<file path="src/rtl/data_mem_arbiter_if.sv">
// Bus bundle around the shared data-RAM port: CPU Memory-stage side, host
// loader/readout side and the RAM itself.
interface data_mem_arbiter_if #(
  parameter int DATA_W = 32,
  parameter int ADDR_W = 32
);
  logic              cpu_re;
  logic              cpu_we;
  logic [ADDR_W-1:0] cpu_addr;
  logic [DATA_W-1:0] cpu_wdata;
  logic [DATA_W-1:0] cpu_rdata;
  logic              cpu_stall;

  logic              host_req;
  logic              host_we;
  logic [ADDR_W-1:0] host_addr;
  logic [DATA_W-1:0] host_wdata;
  logic              host_gnt;
  logic              host_rvalid;
  logic [DATA_W-1:0] host_rdata;

  logic              mem_we;
  logic [ADDR_W-1:0] mem_addr;
  logic [DATA_W-1:0] mem_wdata;
  logic [DATA_W-1:0] mem_rdata;

  // Arbiter view
  modport slave (
    input  cpu_re, cpu_we, cpu_addr, cpu_wdata,
    output cpu_rdata, cpu_stall,
    input  host_req, host_we, host_addr, host_wdata,
    output host_gnt, host_rvalid, host_rdata,
    output mem_we, mem_addr, mem_wdata,
    input  mem_rdata
  );

  // CPU / host / RAM environment view
  modport master (
    output cpu_re, cpu_we, cpu_addr, cpu_wdata,
    input  cpu_rdata, cpu_stall,
    output host_req, host_we, host_addr, host_wdata,
    input  host_gnt, host_rvalid, host_rdata,
    input  mem_we, mem_addr, mem_wdata,
    output mem_rdata
  );
endinterface

</file>
<file path="src/rtl/data_mem_arbiter.sv">
// Shares one data-RAM port between the CPU Memory stage (priority) and the
// audio host; a starvation counter forces a one-cycle CPU stall for the host.
module data_mem_arbiter #(
  parameter int DATA_W   = 32,
  parameter int ADDR_W   = 32,
  parameter int MAX_WAIT = 8
) (
  input  logic         clk,
  input  logic         rst,
  data_mem_arbiter_if.slave bus
);
  typedef enum logic {S_NORM, S_FORCE} state_t;

  localparam logic [7:0] WAIT_LAST = 8'(MAX_WAIT - 1);

  state_t            state;
  logic [7:0]        wait_cnt;
  logic              rvalid_q;
  logic [DATA_W-1:0] rdata_q;

  logic              cpu_busy;
  logic              gnt;
  logic              stall;
  logic              mem_we;
  logic [ADDR_W-1:0] mem_addr;
  logic [DATA_W-1:0] mem_wdata;

  assign cpu_busy = bus.cpu_re | bus.cpu_we;

  // Port steering is combinational so the CPU never loses a cycle in S_NORM
  always_comb begin
    gnt       = 1'b0;
    stall     = 1'b0;
    mem_we    = 1'b0;
    mem_addr  = bus.cpu_addr;
    mem_wdata = bus.cpu_wdata;
    if (rst) begin
      mem_addr  = '0;
      mem_wdata = '0;
    end else if (state == S_FORCE) begin
      stall = 1'b1;
      if (bus.host_req) begin
        gnt       = 1'b1;
        mem_we    = bus.host_we;
        mem_addr  = bus.host_addr;
        mem_wdata = bus.host_wdata;
      end
    end else if (cpu_busy) begin
      mem_we = bus.cpu_we;
    end else if (bus.host_req) begin
      gnt       = 1'b1;
      mem_we    = bus.host_we;
      mem_addr  = bus.host_addr;
      mem_wdata = bus.host_wdata;
    end
  end

  always_ff @(posedge clk) begin
    if (rst) begin
      state    <= S_NORM;
      wait_cnt <= '0;
      rvalid_q <= 1'b0;
      rdata_q  <= '0;
    end else begin
      rvalid_q <= gnt & ~bus.host_we;
      if (gnt && !bus.host_we)
        rdata_q <= bus.mem_rdata;
      case (state)
        S_NORM: begin
          if (bus.host_req && cpu_busy) begin
            if (wait_cnt == WAIT_LAST) begin
              state    <= S_FORCE;
              wait_cnt <= '0;
            end else begin
              wait_cnt <= wait_cnt + 8'd1;
            end
          end else begin
            // Either the host was just served or it is not asking
            wait_cnt <= '0;
          end
        end
        default: begin
          state    <= S_NORM;
          wait_cnt <= '0;
        end
      endcase
    end
  end

  assign bus.cpu_rdata   = bus.mem_rdata;
  assign bus.cpu_stall   = stall;
  assign bus.host_gnt    = gnt;
  assign bus.host_rvalid = rvalid_q;
  assign bus.host_rdata  = rdata_q;
  assign bus.mem_we      = mem_we;
  assign bus.mem_addr    = mem_addr;
  assign bus.mem_wdata   = mem_wdata;
endmodule

</file>
<file path="src/flat_wrapper.sv">
// flat-port wrapper written by rule: the top's interface ports become plain ports
module data_mem_arbiter_flat 
#(
  parameter int DATA_W   = 32,
  parameter int ADDR_W   = 32,
  parameter int MAX_WAIT = 8
)
  (clk, rst, bus_cpu_re, bus_cpu_we, bus_cpu_addr, bus_cpu_wdata, bus_cpu_rdata, bus_cpu_stall, bus_host_req, bus_host_we, bus_host_addr, bus_host_wdata, bus_host_gnt, bus_host_rvalid, bus_host_rdata, bus_mem_we, bus_mem_addr, bus_mem_wdata, bus_mem_rdata);
  data_mem_arbiter_if #(.DATA_W(DATA_W), .ADDR_W(ADDR_W)) bus_i ();
  input  logic clk;
  input  logic rst;
  input wire logic [$bits(bus_i.cpu_re)-1:0] bus_cpu_re;
  input wire logic [$bits(bus_i.cpu_we)-1:0] bus_cpu_we;
  input wire logic [$bits(bus_i.cpu_addr)-1:0] bus_cpu_addr;
  input wire logic [$bits(bus_i.cpu_wdata)-1:0] bus_cpu_wdata;
  output wire logic [$bits(bus_i.cpu_rdata)-1:0] bus_cpu_rdata;
  output wire logic [$bits(bus_i.cpu_stall)-1:0] bus_cpu_stall;
  input wire logic [$bits(bus_i.host_req)-1:0] bus_host_req;
  input wire logic [$bits(bus_i.host_we)-1:0] bus_host_we;
  input wire logic [$bits(bus_i.host_addr)-1:0] bus_host_addr;
  input wire logic [$bits(bus_i.host_wdata)-1:0] bus_host_wdata;
  output wire logic [$bits(bus_i.host_gnt)-1:0] bus_host_gnt;
  output wire logic [$bits(bus_i.host_rvalid)-1:0] bus_host_rvalid;
  output wire logic [$bits(bus_i.host_rdata)-1:0] bus_host_rdata;
  output wire logic [$bits(bus_i.mem_we)-1:0] bus_mem_we;
  output wire logic [$bits(bus_i.mem_addr)-1:0] bus_mem_addr;
  output wire logic [$bits(bus_i.mem_wdata)-1:0] bus_mem_wdata;
  input wire logic [$bits(bus_i.mem_rdata)-1:0] bus_mem_rdata;
  assign bus_i.cpu_re = bus_cpu_re;
  assign bus_i.cpu_we = bus_cpu_we;
  assign bus_i.cpu_addr = bus_cpu_addr;
  assign bus_i.cpu_wdata = bus_cpu_wdata;
  assign bus_cpu_rdata = bus_i.cpu_rdata;
  assign bus_cpu_stall = bus_i.cpu_stall;
  assign bus_i.host_req = bus_host_req;
  assign bus_i.host_we = bus_host_we;
  assign bus_i.host_addr = bus_host_addr;
  assign bus_i.host_wdata = bus_host_wdata;
  assign bus_host_gnt = bus_i.host_gnt;
  assign bus_host_rvalid = bus_i.host_rvalid;
  assign bus_host_rdata = bus_i.host_rdata;
  assign bus_mem_we = bus_i.mem_we;
  assign bus_mem_addr = bus_i.mem_addr;
  assign bus_mem_wdata = bus_i.mem_wdata;
  assign bus_i.mem_rdata = bus_mem_rdata;
  data_mem_arbiter #(.DATA_W(DATA_W), .ADDR_W(ADDR_W), .MAX_WAIT(MAX_WAIT)) u_core (.clk(clk), .rst(rst), .bus(bus_i));
endmodule
</file>
<file path="config.mk">
export PLATFORM = sky130hd
export DESIGN_NAME = data_mem_arbiter_flat
export DESIGN_NICKNAME = d
export VERILOG_FILES = /design/src/rtl/data_mem_arbiter_if.sv /design/src/rtl/data_mem_arbiter.sv /design/src/flat_wrapper.sv
export SDC_FILE = /design/constraint.sdc
export NUM_CORES = 1
export LEC_CHECK = 0
export CORE_AREA = 2 2 115 117
export CTS_CLUSTER_DIAMETER = 30
export DETAILED_ROUTE_END_ITERATION = 8
export DIE_AREA = 0 0 117 119
export MAX_ROUTING_LAYER = met4
export PLACE_DENSITY_LB_ADDON = 0.1
export RECOVER_POWER = 50
export SYNTH_ARGS = -nofsm -noshare
export SYNTH_HDL_FRONTEND = slang
export SYNTH_SLANG_ARGS = --single-unit
</file>
<file path="constraint.sdc">
create_clock -name clk -period 2.1 [get_ports clk]
set_input_delay 0.21 -clock clk [delete_from_list [all_inputs] [get_ports clk]]
set_output_delay 0.21 -clock clk [all_outputs]
set_load 0.01 [all_outputs]
</file>
==> out/qor.yml <==
setup_path:
  cp.arrival_ns: 1.82
  reg2reg_from: "u_core.state$_SDFF_PP0_"
  endpoint_kind: "output port"
  rrSetupSlack_ns: 0.35
  cp_max_fo: 13
  critical_path_class: "flop to output port"
  required_ns: 1.89
  worstReg2RegEnd: "u_core.bus.host_rdata[16]$_SDFFE_PP0P_"
  r2r_cells: 6
  start_kind: "flop"
flow_run:
  cap_violations: 0
layout:
  drive_gt1_frac: 0.0642
  fill_cells: 1312
  area_delta_synth_final_pct: 108
  multi_input_area_um2: 1670
  insertedDiodeCount: 0
  regArea_um2: 841
  fin_area_um2: 6120
  fin_nets: 867
routing:
  ant_nets: 0
  drt_iter0_drc: 247
  vias: 4188
  viasPerCell: 4.78
  firstDrtPassIters: 5
  wire_per_inst_um: 16.2
  finalWirelength_mm: 14.2
  route.detailed.drc: 0
synthesis:
  netlist_instances: 450
  synth-main-ff-cell: "dfxtp_1"
  yosysMostFrequentCell: "nand3_1"
  syn_area_um2: 2940
  synth_cell_types: 30
  avgSynthCellArea_um2: 6.54
  synth_edf_count: 0
  synth_largest_area_cell: "dfxtp_1"
  async_flop_share: 0
  ys_seq_area_frac: 0.286
  synth_area_leaders: "dfxtp_1, nand3_1, o21ai_0"
  ys_warn_count: 0
  synth_fp_nets: 617
  synth_common_cells: "nand3_1, o21ai_0, a21oi_1"
  synth-seq-cells: 42
  synth_top_area_frac: 0.286
placed_design:
  io_buffers: 297
  dp_slack_ns: -0.188
  placed_area_um2: 5910
  dp_hpwl_mm: 10.7
  globalplace.congestion: 0.875
sta:
  timing.final.crit_share: 0.967
  maxSlewViolCount: 0
  setup_viol: 0
  slew-limit-headroom: 0.597
  layout_min_cycle_time_ns: 2.03
  max_slew.worst_pin.slew_ns: 0.605
  fin_ws_ns: 0.0691
  max_freq_mhz: 492
  skew_ns: 0.00346
  rsz0062_at_grt: "no"
  hold_viol_final: 0
die:
  start_util: 0.229
  top_level_ports: 298
  die_y_um: 119
  die_w_um: 117
  die_area_um2: 13900
  num_rows: 42
  core_area_um2: 12900
clocking:
  cts_sinks: 42
  clkLatencyLatePin_ns: 0.28
  clkTransAtPathRegs_ns: 0.06
  cts_root_buf: "clkbuf_16"
  cts_tree: "yes"
  h-tree-depth: 2
  clockBufferDepth: 2
  postCtsHoldBufs: 0
  cts-buffers-inserted: 5
hold_path:
  hold_path.class: "flop to flop"
  holdPathStages: 2
  min_from: "u_core.bus.host_rdata[30]$_SDFFE_PP0P_"
  hold_end: "u_core.bus.host_rdata[30]$_SDFFE_PP0P_"
power_and_ir_drop:
  pwr_density_cell_nw_per_um2: 415
  vdd_drop_max_mv: 0.329
  total_power_w: 0.00254
  p_leak_nw: 2.46
global_route:
  grt_pass1_vias: 3876
  grt_pass1_wl_mm: 20.8
  grt_usage: 0.194
  grt_max_degree: 42
  grt-ovfl-total: 0
  grt_antenna_before_repair: 0
status:
  status: "completed"
==> cells by family (layout without fill, tap and decap cells) <==
family / after synthesis / in the layout / share of synthesized area
AOI/OAI and AO/OA: 169 / 169 / 0.293
xor gates and xnor gates: 3 / 3 / 0.00893
adders and majority gates: 1 / 1 / 0.00425
buffers and inverters: 84 / 335 / 0.155
DFF: 42 / 42 / 0.286
and+or+nand+nor: 151 / 151 / 0.253
==> state kept, by name (all words and copies together), names as in the netlist <==
signal,flops
u_core.wait_cnt,8
u_core.bus.host_rvalid,1
u_core.state,1
u_core.bus.host_rdata,32
==> cells in the final DEF, fill, tap and decap left out, types with 2 or more instances in the layout <==
cell / netlist / final
dlygate4sd3_1: 0 / 65
clkdlybuf4s15_1: 0 / 3
bufbuf_16: 0 / 2
dlygate4sd2_1: 0 / 59
xor2_1: 2 / 2
clkbuf_16: 0 / 5
dfxtp_1: 42 / 42
nor2_1: 4 / 4
a21oi_1: 66 / 66
buf_2: 8 / 2
buf_4: 35 / 17
o21ai_0: 70 / 84
clkdlybuf4s50_1: 0 / 163
nand2_1: 34 / 34
dlymetal6s2s_1: 0 / 3
clkbuf_8: 0 / 3
buf_6: 0 / 2
or3_1: 3 / 3
nand3_1: 100 / 100
nor3_1: 3 / 3
clkbuf_2: 0 / 3
o21ai_1: 29 / 15
buf_12: 0 / 4
==> how the worst max path moves through the flow <==
stage          slack [ns]  cells past startpoint                end                     from
2_1_floorplan        0.65                      5    bus_mem_addr[0]  u_core.state$_SDFF_PP0_
3_3_place_gp        -0.21                      6  bus_mem_wdata[24]               bus_cpu_we
3_5_place_dp        -0.19                      6  bus_mem_wdata[26]               bus_cpu_we
4_1_cts             -0.05                      6  bus_mem_wdata[19]               bus_cpu_re
5_1_grt             0.002                      7   bus_mem_addr[14]  u_core.state$_SDFF_PP0_
6_report             0.07                      7   bus_mem_addr[18]  u_core.state$_SDFF_PP0_
==> worst max-delay path, stage by stage, from the launching register on <==
cell,delay (ns)
dfxtp_1,0.35
o21bai_4,0.15
buf_4,0.15
buf_4,0.11
bufbuf_16,0.26
nand3_1,0.08
a21oi_1,0.14
dlygate4sd2_1,0.30
==> report_power, final <==
group,total (W),switching [W],internal (W)
Combinational,0.000882,0.000366,0.000516
Clock,0.000835,0.000297,0.000538
Sequential,0.000819,0.00000691,0.000812
==> cell type report <==
| class | instances | share of cell area |
|---|---|---|
| multi-input cells | 324 | 0.272 |
| inverters | 3 | 0.00184 |
| clock buffers | 8 | 0.0272 |
| well taps | 176 | 0.0360 |
| flip-flops and latches | 42 | 0.137 |
| repair buffers | 324 | 0.525 |
==> per-layer routing <==
metal	vias up	share of wire	global-route usage
met1	1915	0.41	0.237
li1	2069	-	-
met5	-	0	-
met3	22	0.069	0.0346
met2	182	0.49	0.331
met4	0	0.023	0.0434
==> through the flow <==
step           hold slack (ns)  cells  TNS (ns)   util
5_1_grt                  0.466    877         0  0.475
4_1_cts                  0.450    877   -0.0984  0.476
3_3_place_gp             0.435    862     -6.43  0.459
2_1_floorplan            0.340    450         0      -
3_5_place_dp             0.442    862     -6.73  0.459
6_report                 0.443    877         0  0.475
==> repair_timing <==
item / in CTS / in global routing
gates resized for setup: 68 / 10
setup buffers: 4 / 0
cloned: 3 / 0
endpoints found under the setup margin: 65 / 18
Power figures use the tool's default switching activity.
==> variant (same flow settings) <==
Reset style: asynchronous (`rst`), changed in one clocked block.
--- a/src/rtl/data_mem_arbiter.sv
+++ b/src/rtl/data_mem_arbiter.sv
@@ -57,3 +57,3 @@
 
-  always_ff @(posedge clk) begin
+  always_ff @(posedge clk or posedge rst) begin
     if (rst) begin
Function: differs if rst is asserted again (counterexample within 4 cycles, from zero or initial values and one cycle with rst high); with rst held inactive, the same outputs for 4 cycles.
==> variant against the unedited design <==
Combinational power grew 66%. Power grew 33%. Synthesized cell count shrank 16%. First-iteration DRC count grew 7.3%. Final area grew 4.2%. Setup slack lost 0.052 ns. Area after synthesis grew 7.5%. Sequential cell count is the same. Routed wire length grew 2.5%. Sequential power grew 27%. Global-route usage grew 0.24 points. Non-clock buffer count shrank 4. Maximum frequency shrank 2.5%. Largest cell class unchanged.
==> variant: results (changes against the unedited design) <==
Syn_nets - 548 (-11%)
Hold crit path type - in -> async
Outcome - completed
Post-DP HPWL - 10900 µm (+2.0%)
R2R setup slack - 0.15 ns (-0.20 ns)
Post-synth ARST share - 100.0% (+100 points)
Worst r2r src - u_core.wait_cnt[0]$_DFF_PP0_
Layout net count - 803 (-7.4%)
Vias - 3839 (-8.3%)
Routed wire length - 14580 µm (+2.5%)
Worst r2r path cells - 5 (-1)
Worst vdd ir - 0.4549 mV (+38%)
Setup Skew - 0.002768 ns (-0.0006942 ns)
FILL cells - 1254 (-4.4%)
Drt first pass iters - 4 (-1)
Global placement routability congestion - 0.9048 (+3.4%)
CP endpoint - bus_mem_wdata[24]
Top post-synthesis cells by area - dfrtp_1, mux2_4, nand3_1
Critical Path AT - 1.87 ns (+0.05 ns)
Most instantiated cells after synthesis - nand3_1, a21oi_1, o21ai_1
Largest net degree at the start of global routing - 59 (+40%)
Critical Path Start - bus_cpu_we
Vias per inst - 4.734 (-0.87%)
P_leak - 2.598 nW (+5.5%)
First-pass GRT wire length - 20890 µm (+0.57%)
Register area - 0.001051 mm² (+25%)
## variant: changes by cell type after synthesis, moves of 6 or more
cell	delta
nand3_1	-33
o21ai_1	+32
clkbuf_1	-8
dfxtp_1	-42
o21ai_0	-63
mux2_4	+29
buf_1	+6
nand2_1	-31
buf_2	-7
dfrtp_1	+42
## variant: metal layers
metal	GRT usage, %	share of wire [%]	up-vias
li1	-	-	1852
met1	22.33	39	1775
met2	34.32	50	192
met3	4.529	8.6	20
met4	5.074	1.9	0
met5	-	0	-
## variant: final cells by class
type | instances | share of cell area [%]
flip-flops and latches | 42 | 16.49
clock inverters | 1 | 0.4711
well taps | 176 | 3.455
clock buffers | 6 | 2.179
inverters | 5 | 0.2945
multi-input cells | 261 | 26.91
repair buffers | 320 | 50.20
## variant: worst min-delay path by stage
stage	start	endpoint	slack (ns)	depth (start not counted)
final	rst	u_core.bus.host_rdata[2]$_DFFE_PP0P_	0.09	3
after global routing	rst	u_core.bus.host_rdata[2]$_DFFE_PP0P_	0.13	3
after CTS	rst	u_core.bus.host_rdata[2]$_DFFE_PP0P_	0.1	3
after detailed placement	rst	u_core.bus.host_rdata[2]$_DFFE_PP0P_	0.39	3
after global placement	rst	u_core.bus.host_rdata[20]$_DFFE_PP0P_	0.39	3
after floorplan	bus_mem_rdata[20]	u_core.bus.host_rdata[20]$_DFFE_PP0P_	0.34	1
## variant: cells by family (layout without fill, tap and decap cells)
group | count (synthesis) | after routing | share of synthesized area, %
flops | 42 | 42 | 33.23
xor+xnor | 2 | 2 | 0.5539
compound gates | 139 | 139 | 22.59
fa+ha+maj | 2 | 2 | 0.7910
simple gates | 86 | 86 | 14.32
buf+inv | 77 | 332 | 13.69
mux | 32 | 32 | 14.83
## variant: where the power goes
part	internal (mW)	switching, mW
combinational	0.921	0.539
sequential	0.957	0.0838
clock	0.586	0.290
total	2.46	0.912
## variant: timing repair
action / in CTS / in global routing
setup buffers: 1 / 1
gates resized for setup: 66 / 74
cloned: 0 / 3
endpoints found under the setup margin: 65 / 53
pin swaps: 0 / 1
## variant: per-stage QoR
stage	setup WS [ns]	area, µm²	hold WS, ns
finish	0.01697	6374	0.09390
floorplan	0.3918	3163	0.3417
global placement	-0.2053	6180	0.3898
global route	-0.02781	6374	0.1284
detailed placement	-0.2328	6180	0.3946
CTS	0.006843	6281	0.09999
## variant: critical path, cell delays in order
cell	delay, ns
clkdlybuf4s50_1	0.47
buf_4	0.17
o21bai_4	0.15
buf_12	0.15
buf_12	0.16
nand3_1	0.12
a21oi_2	0.17
clkdlybuf4s15_1	0.26
